`config.mk`:
```
export PLATFORM = sky130hd
export DESIGN_NAME = multicycle_ctrl
export DESIGN_NICKNAME = d
export VERILOG_FILES = /design/src/rtl/multicycle_ctrl.sv
export SDC_FILE = /design/constraint.sdc
export NUM_CORES = 1
export LEC_CHECK = 0
export ABC_AREA = 1
export BUFFER_PORTS_ARGS = -buffer_cell sky130_fd_sc_hd__buf_2
export CORE_MARGIN = 2
export CORE_UTILIZATION = 25
export DETAILED_ROUTE_END_ITERATION = 10
export SYNTH_ARGS = -nofsm -noshare
export SYNTH_HDL_FRONTEND = slang
export SYNTH_SLANG_ARGS = --single-unit
```
`constraint.sdc`:
```
create_clock -name CLK -period 2.5 [get_ports CLK]
set_input_delay 0.125 -clock CLK [delete_from_list [all_inputs] [get_ports CLK]]
set_output_delay 0.125 -clock CLK [all_outputs]
set_load 0.005 [all_outputs]
```
`src/rtl/multicycle_ctrl.sv`:
```
// Multicycle ARM-subset control unit: instruction-sequencing FSM, condition
// check against a private flags register, and ALU/datapath mux selects.
`timescale 1ns/1ps

module multicycle_ctrl (
   input  logic       CLK,
   input  logic       RESET_N,
   input  logic [3:0] Cond,
   input  logic [1:0] Op,
   input  logic [5:0] Funct,
   input  logic [3:0] Rd,
   input  logic [3:0] ALUFlags,
   output logic       PCWrite,
   output logic       AdrSrc,
   output logic       MemWrite,
   output logic       IRWrite,
   output logic [1:0] ResultSrc,
   output logic       ALUSrcA,
   output logic [1:0] ALUSrcB,
   output logic       RegWrite,
   output logic [1:0] ImmSrc,
   output logic [1:0] RegSrc,
   output logic [1:0] ALUControl,
   output logic [3:0] State
);

   typedef enum logic [3:0] {
      S_FETCH    = 4'd0,
      S_DECODE   = 4'd1,
      S_MEMADR   = 4'd2,
      S_MEMREAD  = 4'd3,
      S_MEMWB    = 4'd4,
      S_MEMWRITE = 4'd5,
      S_EXECR    = 4'd6,
      S_EXECI    = 4'd7,
      S_ALUWB    = 4'd8,
      S_BRANCH   = 4'd9
   } state_t;

   state_t     state_q, state_d;
   logic [3:0] flags_q, flags_d;
   logic       condex_q, condex_d;

   logic       fetch, branch, reg_w, mem_w, ir_write, adr_src, src_a;
   logic [1:0] res_src, src_b, alu_ctl;
   logic       is_exec, is_cmp;

   // Flags are packed {N,Z,C,V}.
   function automatic logic cond_eval(input logic [3:0] c, input logic [3:0] f);
      logic n, z, cy, v;
      n  = f[3];
      z  = f[2];
      cy = f[1];
      v  = f[0];
      case (c)
         4'b0000: cond_eval = z;
         4'b0001: cond_eval = ~z;
         4'b0010: cond_eval = cy;
         4'b0011: cond_eval = ~cy;
         4'b0100: cond_eval = n;
         4'b0101: cond_eval = ~n;
         4'b0110: cond_eval = v;
         4'b0111: cond_eval = ~v;
         4'b1000: cond_eval = cy & ~z;
         4'b1001: cond_eval = ~cy | z;
         4'b1010: cond_eval = (n == v);
         4'b1011: cond_eval = (n != v);
         4'b1100: cond_eval = ~z & (n == v);
         4'b1101: cond_eval = z | (n != v);
         default: cond_eval = 1'b1;
      endcase
   endfunction

   function automatic logic [1:0] alu_decode(input logic [3:0] cmd);
      case (cmd)
         4'b0100: alu_decode = 2'b00;
         4'b0010: alu_decode = 2'b01;
         4'b1010: alu_decode = 2'b01;
         4'b0000: alu_decode = 2'b10;
         4'b1100: alu_decode = 2'b11;
         default: alu_decode = 2'b00;
      endcase
   endfunction

   always_ff @(posedge CLK) begin
      if (!RESET_N) begin
         state_q  <= S_FETCH;
         flags_q  <= 4'b0000;
         condex_q <= 1'b0;
      end else begin
         state_q  <= state_d;
         flags_q  <= flags_d;
         condex_q <= condex_d;
      end
   end

   always_comb begin
      state_d = S_FETCH;
      case (state_q)
         S_FETCH: state_d = S_DECODE;
         S_DECODE: begin
            case (Op)
               2'b00:   state_d = Funct[5] ? S_EXECI : S_EXECR;
               2'b01:   state_d = S_MEMADR;
               2'b10:   state_d = S_BRANCH;
               default: state_d = S_FETCH;
            endcase
         end
         S_MEMADR:  state_d = Funct[0] ? S_MEMREAD : S_MEMWRITE;
         S_MEMREAD: state_d = S_MEMWB;
         S_EXECR:   state_d = S_ALUWB;
         S_EXECI:   state_d = S_ALUWB;
         default:   state_d = S_FETCH;
      endcase
   end

   always_comb begin
      fetch    = 1'b0;
      branch   = 1'b0;
      reg_w    = 1'b0;
      mem_w    = 1'b0;
      ir_write = 1'b0;
      adr_src  = 1'b0;
      src_a    = 1'b0;
      res_src  = 2'b00;
      src_b    = 2'b00;
      alu_ctl  = 2'b00;
      case (state_q)
         S_FETCH: begin
            fetch    = 1'b1;
            ir_write = 1'b1;
            src_a    = 1'b1;
            src_b    = 2'b10;
            res_src  = 2'b10;
         end
         S_DECODE: begin
            src_a   = 1'b1;
            src_b   = 2'b10;
            res_src = 2'b10;
         end
         S_MEMADR:  src_b = 2'b01;
         S_MEMREAD: adr_src = 1'b1;
         S_MEMWB: begin
            res_src = 2'b01;
            reg_w   = 1'b1;
         end
         S_MEMWRITE: begin
            adr_src = 1'b1;
            mem_w   = 1'b1;
         end
         S_EXECR: alu_ctl = alu_decode(Funct[4:1]);
         S_EXECI: begin
            src_b   = 2'b01;
            alu_ctl = alu_decode(Funct[4:1]);
         end
         S_ALUWB: reg_w = 1'b1;
         S_BRANCH: begin
            src_b   = 2'b01;
            res_src = 2'b10;
            branch  = 1'b1;
         end
         default: ;
      endcase
   end

   // Condition is resolved once in DECODE; later states of the instruction
   // only see the latched result, so a flag update in EXEC cannot affect it.
   assign is_exec = (state_q == S_EXECR) || (state_q == S_EXECI);
   assign is_cmp  = (Funct[4:1] == 4'b1010);

   always_comb begin
      condex_d = condex_q;
      flags_d  = flags_q;
      if (state_q == S_DECODE) begin
         condex_d = cond_eval(Cond, flags_q);
      end
      if (is_exec && Funct[0] && condex_q) begin
         flags_d[3:2] = ALUFlags[3:2];
         if (!alu_ctl[1]) begin
            flags_d[1:0] = ALUFlags[1:0];
         end
      end
   end

   // Architectural strobes are gated by reset so an abandoned instruction never writes.
   assign PCWrite    = RESET_N & (fetch | (condex_q & (branch | (reg_w & (Rd == 4'hF)))));
   assign IRWrite    = RESET_N & ir_write;
   assign RegWrite   = RESET_N & reg_w & condex_q & ~is_cmp;
   assign MemWrite   = RESET_N & mem_w & condex_q;
   assign AdrSrc     = adr_src;
   assign ResultSrc  = res_src;
   assign ALUSrcA    = src_a;
   assign ALUSrcB    = src_b;
   assign ALUControl = alu_ctl;
   assign ImmSrc     = Op;
   assign RegSrc     = {(Op == 2'b01), (Op == 2'b10)};
   assign State      = state_q;

endmodule

```
==> results.toml <==
[run_status]
status = "complete, no violations"

[clock_network]
cts-resized-gates = 0
insertion_delay_ns = 0.25
clk_pin_slew_ns = 0.06
clock_sinks = 9
cts_tree = "yes"
clockRootBuffer = "sky130_fd_sc_hd__clkbuf_4"
cts_setup_buffers = 0
cts_hold_buffers = 0
cts-htree-levels = 1
cts_made_buffers = 3
cts.path.max_buffers = 2

[worst_hold_path]
hold_path_startpoint = "ALUFlags[3]"
hold_end = "flags_q[3]"
timing.hold.worst_path_depth = 3
timing.hold.worst.class = "input pin to register"

[floorplanning]
fp.dieW_um = 60.3
floorplan.initialDensity_pct = 26.2
core_area_um2 = 3030
top_level_ports = 42
die_area_um2 = 3630
die-height_um = 60.3
fp-row-count = 20

[global_route]
grt_max_degree = 12
first_global_vias = 856
number_of_antenna_violations_at_the_first_check_in_global_routing = 0
grt.total_usage_pct = 12.0
first_pass_grt_wire_length_mm = 3.41
globalRoute.totalOverflow = 0

[yosys]
synth-simple-area-share_pct = 44.1
ys_seq_area_share_pct = 22.7
synth.area.mux_share_pct = 0
yosysWarningCount = 0
share_of_the_synthesized_area_in_compound_gates_ao_oa_aoi_oai_pct = 16.7
yosys_register_bits = 9
synth_edf_count = 0
synth_top_flop_cell = "sky130_fd_sc_hd__dfxtp_1"
synth.cell_area_um2 = 792
yosys.area_share.xor_xnor_pct = 1.11
synth_area_per_cell_um2 = 5.78
post_synth_fa_ha_maj_area_fraction_pct = 0
synth_nets = 159
ys_async_sr_fraction_pct = 0
ys_types = 23
synth_top_family_by_area = "simple AND/OR/NAND/NOR gates"
postSynthCellCount = 137
synth.top_cells.by_area = "sky130_fd_sc_hd__dfxtp_1 23%, sky130_fd_sc_hd__nand2_1 15%, sky130_fd_sc_hd__inv_1 10%"
yosys.area.top_type_share_pct = 22.7
yosysTopAreaCell = "sky130_fd_sc_hd__dfxtp_1"

[timing]
relSlewSlack_pct = 72.5
finalWorstPathRequiredPeriod_ns = 1.56
hold_violations_final = 0
totalNegativeSetupSlack_ns = 0
layout_worst_path_cycle_share_pct = 62.2
timing.final.setup_violations = 0
max_freq_mhz = 643
worstMarginPinSlew_ns = 0.412
unrepaired_setup_endpoints_after_global_routing = "no"
finClkSkew_ns = 0.00142
final-max-slew-violation-count = 0

[worst_setup_path]
critPathMaxStageDelay_ns = 0.57
worst-path-buf-inv = 1
worstPathCellList = "nor2_1 > o21ai_0 > o21ai_0 > nand2_1 > o21ai_0 > buf_2"
cp-end-kind = "output pin"
worst-endpoint-arrival_ns = 1.43
rr_endpoint = "condex_q"
reg2reg_setup_slack_ns = 1.28
crit_path_start_kind = "register"
beginning_of_the_worst_register_to_register_path = "State[0]"
r2r_cells = 7
critical-path-top-delay-family = "flip-flops"
path_common_cell = "sky130_fd_sc_hd__o21ai_0"
required_ns = 2.38
crit_fanout = 11
worst-setup-path-type = "register to output pin"
critPathSlowestCell = "sky130_fd_sc_hd__dfxtp_1"

[cells_and_area]
layout.cells.most_common = "sky130_fd_sc_hd__buf_2"
nNetsFinal = 201
fin_cells = 222
share_of_post_route_cells_with_drive_strength_above_1_pct = 32.0
antenna_cells = 0
fillers = 363
area_delta_synth_final_pct = 32.7
mostFrequentLayoutCells = "41 x sky130_fd_sc_hd__buf_2, 31 x sky130_fd_sc_hd__nand2_1, 22 x sky130_fd_sc_hd__inv_1"

[placed_design]
port-buffer-count = 41
place_congestion = 0.770
post_detailed_placement_half_perimeter_wirelength_mm = 1.73
post-place-cells = 218

[power_and_ir_drop]
power.leakage_nw = 0.568
worst_ir_drop_vdd_v = 0.000274
total_power_w = 0.000416
power.density_cell_area_nw_per_um2 = 395

[detailed_routing]
post-route-drc-count = 0
route.antenna.remaining_nets = 0
drt_pass1_iterations = 4
first_iter_violations = 33
detail_route.wirelength_mm = 2.03
route.detailed.wl_per_inst_um = 9.16
vias_per_cell = 4.27
routed-via-count = 947

[flow_run]
timing.max_cap.violations = 0
-- layout make-up --
| class | instances | area, um2 | area share (%) |
|---|---|---|---|
| timing repair buffer | 41 | 205 | 19.5 |
| tap | 44 | 55.1 | 5.24 |
| multi-input combinational | 99 | 490 | 46.7 |
| sequential | 9 | 180 | 17.1 |
| inverter | 25 | 93.8 | 8.93 |
| clock buffer | 4 | 26.3 | 2.50 |
-- through the flow --
stage	util [%]	worst slack, ns	hold slack [ns]	area [um2]
floorplan	-	1.40	0.223	792
global placement	33.8	1.25	0.402	1020
detailed placement	33.8	1.21	0.411	1020
CTS	34.7	0.932	0.143	1050
global route	34.7	0.767	0.152	1050
finish	34.7	0.944	0.140	1050
-- worst reg2reg max path, cell delays in order (launching register included) --
cell	delay, ns
sky130_fd_sc_hd__dfxtp_1	0.41
sky130_fd_sc_hd__inv_1	0.12
sky130_fd_sc_hd__nor2_2	0.15
sky130_fd_sc_hd__nand2_2	0.10
sky130_fd_sc_hd__a21oi_2	0.11
sky130_fd_sc_hd__nand3_1	0.08
sky130_fd_sc_hd__nor2_1	0.10
sky130_fd_sc_hd__nor2_1	0.04
-- Yosys cell counts (2+ instances only) --
cell	instances
sky130_fd_sc_hd__dfxtp_1	9
sky130_fd_sc_hd__nor2_1	17
sky130_fd_sc_hd__buf_4	3
sky130_fd_sc_hd__inv_2	3
sky130_fd_sc_hd__inv_1	22
sky130_fd_sc_hd__nand2_2	2
sky130_fd_sc_hd__nand3_1	13
sky130_fd_sc_hd__nand2_1	31
sky130_fd_sc_hd__nor2_4	2
sky130_fd_sc_hd__o21ai_0	9
sky130_fd_sc_hd__nor4_1	2
sky130_fd_sc_hd__nor2_2	2
sky130_fd_sc_hd__nand4_1	2
sky130_fd_sc_hd__nor3_1	2
sky130_fd_sc_hd__a21oi_1	9
sky130_fd_sc_hd__o211ai_1	2
-- per-layer routing --
metal,GRT usage [%],vias up,wire length [um]
met5,0,-,0
met4,0,0,0
met3,4.11,0,80
met2,21.0,15,952
met1,15.2,416,1000
li1,-,516,-
-- where the power goes --
group	internal [W]	switching [W]
combinational	0.0000596	0.0000822
clock	0.0000613	0.0000470
sequential	0.000153	0.0000130
total	0.000273	0.000142
-- how the worst max path moves through the flow --
stage	from	to	slack [ns]	depth (start not counted)
after global routing	State[3]	PCWrite	0.77	7
after floorplan	State[1]	condex_q	1.40	7
after global placement	State[1]	PCWrite	1.25	6
final	State[1]	PCWrite	0.94	6
after detailed placement	State[1]	PCWrite	1.21	6
after CTS	State[1]	PCWrite	0.93	6
-- flip-flops by register name, indices dropped and copies added, names as in the netlist --
name,cells
State,4
flags_q,4
condex_q,1
-- kinds of logic (layout without fill, tap and decap cells) --
kind of cell	count (synthesis)	in the layout
and+or+nand+nor	75	75
xor gates and xnor gates	1	1
buffers and inverters	29	70
DFF	9	9
AOI/OAI and AO/OA	23	23
Power figures use the tool's default switching activity.
